**src/rtl/mdu_seq.sv**
```systemverilog
// Iterative RV32M multiply/divide sequencer: radix-2 shift-add multiply and
// restoring divide over WIDTH cycles, with a registered result and a done pulse.
module mdu_seq #(
    parameter int WIDTH = 32,
    parameter int CNTW  = $clog2(WIDTH + 1)
) (
    input  logic             clk,
    input  logic             reset,
    input  logic             start,
    input  logic [2:0]       funct3,
    input  logic [WIDTH-1:0] srcA,
    input  logic [WIDTH-1:0] srcB,
    input  logic             flush,
    output logic             stall,
    output logic             busy,
    output logic             done,
    output logic [WIDTH-1:0] result
);

    typedef enum logic [1:0] {IDLE, CALC, DONE} state_t;

    state_t               state_q, state_d;
    logic [CNTW-1:0]      cnt_q, cnt_d;
    logic [2:0]           op_q, op_d;
    logic                 neg_q, neg_d;
    logic [WIDTH-1:0]     a_q, a_d;
    logic [WIDTH-1:0]     b_q, b_d;
    logic [2*WIDTH-1:0]   acc_q, acc_d;
    logic [WIDTH-1:0]     rem_q, rem_d;
    logic [WIDTH-1:0]     result_q, result_d;

    logic                 sgn_a, sgn_b, div0, ovf, special;
    logic [WIDTH-1:0]     mag_a, mag_b, spec_res;
    logic [WIDTH:0]       psum, shifted, trial;
    logic [2*WIDTH-1:0]   prod_nx, prod_s;
    logic [WIDTH-1:0]     rem_nx, quo_nx, dq, final_res;

    // Operand decode, special-case detection and one iteration of each datapath.
    always_comb begin
        sgn_a    = srcA[WIDTH-1] & (funct3 inside {3'b000, 3'b001, 3'b010, 3'b100, 3'b110});
        sgn_b    = srcB[WIDTH-1] & (funct3 inside {3'b000, 3'b001, 3'b100, 3'b110});
        mag_a    = sgn_a ? -srcA : srcA;
        mag_b    = sgn_b ? -srcB : srcB;
        div0     = funct3[2] & (srcB == '0);
        ovf      = funct3[2] & ~funct3[0] & (srcA == {1'b1, {(WIDTH-1){1'b0}}}) & (srcB == '1);
        special  = div0 | ovf;
        spec_res = div0 ? (funct3[1] ? srcA : '1) : (funct3[1] ? '0 : srcA);

        psum     = {1'b0, acc_q[2*WIDTH-1:WIDTH]} + (acc_q[0] ? {1'b0, a_q} : '0);
        prod_nx  = {psum, acc_q[WIDTH-1:1]};
        prod_s   = neg_q ? -prod_nx : prod_nx;

        shifted  = {rem_q, acc_q[WIDTH-1]};
        trial    = shifted - {1'b0, b_q};
        rem_nx   = trial[WIDTH] ? shifted[WIDTH-1:0] : trial[WIDTH-1:0];
        quo_nx   = {acc_q[WIDTH-2:0], ~trial[WIDTH]};
        dq       = op_q[1] ? rem_nx : quo_nx;

        if (op_q[2])
            final_res = neg_q ? -dq : dq;
        else if (op_q[1:0] == 2'b00)
            final_res = prod_s[WIDTH-1:0];
        else
            final_res = prod_s[2*WIDTH-1:WIDTH];
    end

    always_comb begin
        state_d  = state_q;
        cnt_d    = cnt_q;
        op_d     = op_q;
        neg_d    = neg_q;
        a_d      = a_q;
        b_d      = b_q;
        acc_d    = acc_q;
        rem_d    = rem_q;
        result_d = result_q;
        unique case (state_q)
            IDLE: begin
                if (start && !flush) begin
                    if (special) begin
                        result_d = spec_res;
                        state_d  = DONE;
                    end else begin
                        state_d = CALC;
                        cnt_d   = CNTW'(WIDTH);
                        op_d    = funct3;
                        neg_d   = (funct3[2] && funct3[1]) ? sgn_a : (sgn_a ^ sgn_b);
                        a_d     = mag_a;
                        b_d     = mag_b;
                        rem_d   = '0;
                        // Low half of acc holds the multiplier or the dividend.
                        acc_d   = {{WIDTH{1'b0}}, funct3[2] ? mag_a : mag_b};
                    end
                end
            end
            CALC: begin
                if (flush) begin
                    state_d = IDLE;
                end else begin
                    cnt_d = cnt_q - 1'b1;
                    if (op_q[2]) begin
                        acc_d = {{WIDTH{1'b0}}, quo_nx};
                        rem_d = rem_nx;
                    end else begin
                        acc_d = prod_nx;
                    end
                    if (cnt_q == CNTW'(1)) begin
                        state_d  = DONE;
                        result_d = final_res;
                    end
                end
            end
            DONE:    state_d = IDLE;
            default: state_d = IDLE;
        endcase
    end

    always_ff @(posedge clk) begin
        if (reset) begin
            state_q  <= IDLE;
            cnt_q    <= '0;
            op_q     <= '0;
            neg_q    <= 1'b0;
            a_q      <= '0;
            b_q      <= '0;
            acc_q    <= '0;
            rem_q    <= '0;
            result_q <= '0;
        end else begin
            state_q  <= state_d;
            cnt_q    <= cnt_d;
            op_q     <= op_d;
            neg_q    <= neg_d;
            a_q      <= a_d;
            b_q      <= b_d;
            acc_q    <= acc_d;
            rem_q    <= rem_d;
            result_q <= result_d;
        end
    end

    assign stall  = ((state_q == IDLE) && start && !flush) || (state_q == CALC);
    assign busy   = (state_q != IDLE);
    assign done   = (state_q == DONE);
    assign result = result_q;

endmodule

```
**config.mk**
```make
export PLATFORM = sky130hd
export DESIGN_NAME = mdu_seq
export DESIGN_NICKNAME = d
export VERILOG_FILES = /design/src/rtl/mdu_seq.sv
export SDC_FILE = /design/constraint.sdc
export NUM_CORES = 1
export LEC_CHECK = 0
export BUFFER_PORTS_ARGS = -buffer_cell sky130_fd_sc_hd__buf_2
export CAP_MARGIN = 10
export CORE_MARGIN = 4
export CORE_UTILIZATION = 57
export CTS_CLUSTER_SIZE = 8
export DETAILED_ROUTE_END_ITERATION = 8
export PLACE_DENSITY = 0.83
export SLEW_MARGIN = 30
export SYNTH_ARGS = -nofsm -noshare
export SYNTH_HDL_FRONTEND = slang
export SYNTH_SLANG_ARGS = --single-unit
```
**constraint.sdc**
```tcl
create_clock -name clk -period 5.7 [get_ports clk]
set_input_delay 0.285 -clock clk [delete_from_list [all_inputs] [get_ports clk]]
set_output_delay 0.285 -clock clk [all_outputs]
set_load 0.05 [all_outputs]
```
=== After elaboration in Yosys (flattened, before gate mapping) ===
Index checks and enable logic that the tools add are counted.

* Muxes and demuxes: 38
* Div/mod/pow operators: 0
* $lt $le $gt $ge: 0
* Equality and inequality tests: 16
* $mul: 0
* Shift operators: 0
* $add $sub $neg: 7
* Bitwise operators: 11
* Reduce and logical (&&, ||, !) cells: 19

{| class="wikitable"
|+ Operator list
! cell !! count
|-
| $mux W32 || 20
|-
| $mux W64 || 5
|-
| $pmux W32 S2 || 2
|-
| $pmux W64 S2 || 1
|-
| $neg A32 Y32 || 3
|-
| $eq A32 B32 Y1 const B || 2
|-
| $neg A64 Y64 || 1
|-
| $add A32 B32 Y33 || 1
|-
| $sub A33 B32 Y33 || 1
|-
| $logic_not A32 Y1 || 1
|-
| $mux W6 || 3
|-
| $ne A2 B2 Y1 const B || 6
|-
| $pmux W6 S2 || 1
|-
| $reduce_and A5 Y1 || 2
|-
| $mux W2 || 4
|-
| $and A1 B1 Y1 || 6
|-
| $eq A3 B3 Y1 const B || 2
|-
| $eq A6 B1 Y1 const B || 1
|-
| $sub A6 B1 Y6 const B || 1
|-
| $reduce_bool A5 Y1 || 1
|-
| $logic_and A1 B1 Y1 || 4
|-
| $logic_not A2 Y1 || 2
|-
| $pmux W2 S2 || 1
|-
| $reduce_and A4 Y1 || 1
|-
| other kinds (16) || 19
|}

* Bits in read-only memories: 0
* Input bits: 71
* Register bits after elaboration: 204
* Word-level logic and storage cells: 100
* RAM bits: 0
* Memories: 0
* Bits in latches: 0

=== Depth between registers and ports, before layout ===
* Word-level depth: 9
* Depth in mapped cells: 22
* Gate-level depth less buffers: 20

=== Worst setup path before layout ===
OpenSTA, ideal clock, no wires.

* Kind: register -> register
* From: register acc_q[31]
* To: register result_q[30], in the netlist result[30]
* Setup time: 70 ps
* Buffers on the path: 3
* Data arrival time: 5225 ps
* Stages on the path, launching flop included: 23
* Path slack: 405 ps
* Clock period less this slack: 5295 ps
* Data required time: 5630 ps
* Path through: dfxtp_1 -> inv_1 -> ha_1 -> fa_1 -> nor2b_1 -> o31a_1 -> o31ai_1 -> nand2_1 -> a2111o_1 -> nand2_1 -> clkbuf_1 -> clkbuf_1 -> clkbuf_1 -> o21ai_0 -> mux2i_1 -> ha_1 -> nand2b_1 -> and3_1 -> a31oi_1 -> or4_1 -> nor3_1 -> mux2_2 -> o2bb2ai_1

* Cells in the longest elaborated chain, start to end: 9

{| class="wikitable"
|+ Ends and longest elaborated chain
! what !! line !! source
|-
| from (decl) || 28 || <nowiki>logic [2*WIDTH-1:0] acc_q, acc_d;</nowiki>
|-
| from (signal assigned) || 126 || <nowiki>acc_q <= '0;</nowiki>
|-
| from (signal assigned) || 136 || <nowiki>acc_q <= acc_d;</nowiki>
|-
| $sub A33 B32 Y33 || 54 || <nowiki>trial = shifted - {1'b0, b_q};</nowiki>
|-
| $mux W32 / $not A1 Y1 (equally long branches) || 55, 56 ||
|-
| $mux W32 || 57 || <nowiki>dq = op_q[1] ? rem_nx : quo_nx;</nowiki>
|-
| $neg A32 Y32 || 60 || <nowiki>final_res = neg_q ? -dq : dq;</nowiki>
|-
| $mux W32 || 60 ||
|-
| $mux W32 * || 59 || <nowiki>if (op_q[2])</nowiki>
|-
| $mux W32 * || 107 || <nowiki>if (cnt_q == CNTW'(1)) begin</nowiki>
|-
| $mux W32 * || 97 || <nowiki>if (flush) begin</nowiki>
|-
| $pmux W32 S2 * || 77 || <nowiki>unique case (state_q)</nowiki>
|-
| to (signal assigned) || 138 || <nowiki>result_q <= result_d;</nowiki>
|-
| to (decl) || 30 || <nowiki>logic [WIDTH-1:0] result_q, result_d;</nowiki>
|}

Mark *: on every way between the ends. The rest lies on a longest branch, timed or not. The select of a mux whose other input is x is not followed.
A chain may end at the register's enable or synchronous reset.

=== Final worst setup path ===
* From: register b_q[21]
* To: register result_q[28], in the netlist result[28]

* Cells in the longest elaborated chain, start to end: 9

{| class="wikitable"
|+ Ends and longest elaborated chain
! what !! line !! source
|-
| from (decl) || 27 || <nowiki>logic [WIDTH-1:0] b_q, b_d;</nowiki>
|-
| from (signal assigned) || 125 || <nowiki>b_q <= '0;</nowiki>
|-
| from (signal assigned) || 135 || <nowiki>b_q <= b_d;</nowiki>
|-
| $sub A33 B32 Y33 * || 54 ||
|-
| $mux W32 / $not A1 Y1 (equally long branches) || 55, 56 ||
|-
| $mux W32 * || 57 ||
|-
| $neg A32 Y32 || 60 ||
|-
| $mux W32 * || 60 ||
|-
| $mux W32 * || 59 ||
|-
| $mux W32 * || 107 ||
|-
| $mux W32 * || 97 ||
|-
| $pmux W32 S2 * || 77 ||
|}

Marks and branches as above.

==> qor.txt <==
WL final -> 71.7 mm
Final Util -> 0.631
H-tree level count -> 1
largest net degree at the start of global routing -> 79
main combinational cell family by area after synthesis -> compound AO/OA/AOI/OAI gates
Post-DRT Antenna Nets -> 0
multiplexer share of the synthesized area -> 0.0321
endpoint class of the critical path -> flip-flop
path depth of the worst reg2reg path -> 18
io pins -> 106
Worst-Margin Slew -> 1.01 ns
Post-Syn Area -> 18400 sq um
met1 wire length -> 28.9 mm
Detail Placement HPWL -> 54.1 mm
initial antenna violation count -> 0
placed inst area -> 19200 sq um
Hold EP -> state_q[0]$_SDFFE_PP0P_
Worst VDD drop -> 0.301 mV
most frequent CP cell -> ha_1
DR top layer -> met4
hold_sp -> flush
clock period minus worst slack -> 5.31 ns
final slew viol count -> 0
Ys Warns -> 0
worst reg2reg setup slack -> 0.39 ns
CP max-delay cell -> or4_1
crit-path cells -> inv_1 > ha_1 > nand4_1 > nor4_1 > a221o_1 > and2_1 > a221oi_2 > nand2_1 > o21ai_0 > mux2i_1 > ha_1 > nand2b_1 > and3_1 > a31oi_1 > or4_1 > o311ai_0 > o2111a_1 > nor3_1
Final period util -> 0.932
final setup TNS -> 0 ns
Antenna Cells -> 0
vias in the first global route -> 19.3k
Static Leak -> 7.54 nW
Die W -> 188 microns
Crit Path Class -> reg -> reg
Async SR Flop Fraction -> 0
full die area -> 35300 sq um
outcome -> completed
Synth Area in Adders -> 0.0580
Primary FF master, synth -> dfxtp_1
clock tree from TritonCTS -> yes
post-synthesis compound-gate area fraction -> 0.307
global-route wire length before repair -> 111 mm
CTS Buf Count -> 29
worst r2r src -> b_q[21]$_SDFFE_PP0P_
f_max -> 0.188 GHz
Post-synth EDFFs -> 0
met2 WL -> 31.0 mm
Die H -> 188 microns
Req. time, crit path -> 6.12 ns
RR Endpoint -> result[28]$_SDFFE_PP0P_
vias per inst -> 6.91
xor/xnor share of the synthesized area -> 0.0813
post-synthesis simple-gate area fraction -> 0.244
Critical Path Max Stage Delay -> 0.75 ns
cts hold-fix bufs -> 0
met3 wire len -> 8.10 mm
P&R area growth vs syn -> 8.67%
core area -> 31700 sq um
Syn Nets -> 2737
# Post-CTS Setup Buffers -> 0
CP delay by family, top -> simple AND/OR/NAND/NOR gates
row cnt -> 65
WL/cell -> 24.0 microns
MaxCap Viol Count -> 0
Mapped Cells -> 2593
post-route cell area -> 20000 sq um
Initial Utilization -> 0.581
worst path bufs/invs -> 1
post-synth cell types -> 90
FF+latch count, synth -> 204
Max Root-Sink Buffers -> 3
register area share after synthesis -> 0.222
PortBufs -> 105
P per Cell Area -> 222 nW/um^2
Avg Cell Area, Syn -> 7.10 sq um
Hold Path Class -> in -> reg
unrepaired setup endpoints after global routing -> no
final hold slack -> 0.0329 ns
First DRT Iteration DRCs -> 2738
total of cells resized after clock tree synthesis -> 0
Final setup viols -> 0
clock-pin slew on the worst setup and hold paths -> 0.05 ns
Clk Latency, worst-skew pair -> 0.58 ns
DRC viols -> 0
clock root buffer -> clkbuf_16
total gr overflow -> 0
Hold Violations, Final -> 0
clock skew -> 0.0253 ns
clock sinks -> 204
crit start category -> flip-flop
Final GP Congestion -> 0.989
vias after detailed routing -> 20.7k
CP Launch Point -> b_q[21]$_SDFFE_PP0P_
critical path arrival -> 5.74 ns
Max FO, Critical Path -> 13
final net count -> 2732
Critical Path Stages -> 18
hold-critical path depth -> 3
gr usage total -> 0.388
share of layout cells above drive strength 1 -> 0.0969
drt pass-1 iters -> 8
normalized max-slew margin -> 0.321
-- cell usage after synthesis (7+ instances only) --
library cell,count,area (sq um)
nor2_1,337,1260
a21oi_1,244,1220
nand2_1,242,908
dfxtp_1,204,4080
clkbuf_1,164,616
o21ai_0,137,686
xnor2_1,112,981
a211oi_1,102,766
inv_1,76,285
nor3_1,74,370
ha_1,71,888
xor2_1,59,517
nand3_1,56,280
o211ai_1,54,405
and2_1,51,319
o31ai_1,51,383
mux2i_1,50,500
a31oi_1,27,169
nand4_1,27,169
or3_1,25,156
a22oi_1,23,173
a21o_1,22,165
buf_1,19,71.3
nor4_1,19,119
nand2b_1,17,106
a311oi_1,16,140
and3_1,16,100
a221o_1,15,150
maj3_1,14,140
nor2b_1,14,87.6
o21a_1,14,105
o41ai_1,13,114
or2_2,13,81.3
or4_1,13,97.6
a21boi_0,12,90.1
a221oi_1,12,105
o221ai_1,9,78.8
o31a_1,9,78.8
a211o_1,8,70.1
mux2_2,8,90.1
o211a_1,8,80.1
o21ai_1,8,40.0
a31o_2,7,61.3
and4_1,7,61.3
o22ai_1,7,43.8
-- how the worst max path moves through the flow --
stage / slack (ns) / to
6_report: 0.39 / result[28]$_SDFFE_PP0P_
5_1_grt: 0.09 / result[28]$_SDFFE_PP0P_
4_1_cts: 0.39 / result[28]$_SDFFE_PP0P_
3_5_place_dp: 0.40 / result[28]$_SDFFE_PP0P_
3_3_place_gp: 0.61 / result[30]$_SDFFE_PP0P_
2_1_floorplan: 0.41 / result[30]$_SDFFE_PP0P_
-- sequential cells by signal, summed over array words and instances (netlist names) --
name	count
acc_q	64
a_q	32
b_q	32
rem_q	32
result	32
cnt_q	6
op_q	3
state_q	2
neg_q	1
-- where the power goes --
| part | total (mW) | switching, mW | internal [mW] |
|---|---|---|---|
| sequential | 1.58 | 0.0837 | 1.50 |
| clock | 1.57 | 0.662 | 0.912 |
| combinational | 1.28 | 0.851 | 0.431 |
-- stage by stage --
stage	power, mW	instances	setup slack, ns
6_report	4.44	2991	0.388
5_1_grt	4.58	2991	0.0934
4_1_cts	4.39	2991	0.386
3_5_place_dp	2.84	2959	0.402
3_3_place_gp	2.81	2957	0.614
2_1_floorplan	2.44	2593	0.405
-- worst register-to-register path: stages (launching register included) --
cell	delay (ns)
dfxtp_1	0.33
inv_1	0.05
ha_1	0.50
nand4_1	0.22
nor4_1	0.64
a221o_1	0.40
and2_1	0.23
a221oi_2	0.06
nand2_1	0.26
o21ai_0	0.17
mux2i_1	0.22
ha_1	0.25
nand2b_1	0.17
and3_1	0.16
a31oi_1	0.07
or4_1	0.75
o311ai_0	0.40
o2111a_1	0.24
nor3_1	0.04
-- final cells by class --
class	count	area [sq um]
Fill cell	2986	11700
Sequential cell	204	4090
Multi-Input combinational cell	2122	13400
Timing Repair Buffer	153	970
Tap cell	402	503
Inverter	78	293
Clock inverter	1	8.76
Clock buffer	31	753
-- cells by family after synthesis --
| group | Yosys count |
|---|---|
| buf+inv | 267 |
| simple gates | 951 |
| compound gates | 855 |
| xor+xnor | 171 |
| flops | 204 |
| mux | 58 |
| fa+ha+maj | 87 |
-- cells in the final DEF (no fill, tap or decap), drive strengths merged, types with 13 or more instances in the layout --
cell type and n:
a211oi 102, a21boi 13, a21o 22, a21oi 244
a221o 15, a22oi 23, a311oi 16, a31oi 27
and2 51, and3 16, buf 153, clkbuf 31
dfxtp 204, ha 71, inv 77, maj3 14
mux2i 50, nand2 242, nand2b 17, nand3 56
nand4 28, nor2 337, nor2b 14, nor3 75
nor4 20, o211ai 55, o21a 14, o21ai 146
o31ai 52, o41ai 13, or2 14, or3 27
or4 17, xnor2 112, xor2 59
-- layer usage --
metal,up-vias,GRT usage
met5,-,0
met4,0,0.161
met3,228,0.0782
met2,1242,0.604
met1,9708,0.528
li1,9499,-
No activity file was read; power rests on OpenSTA's default activity.
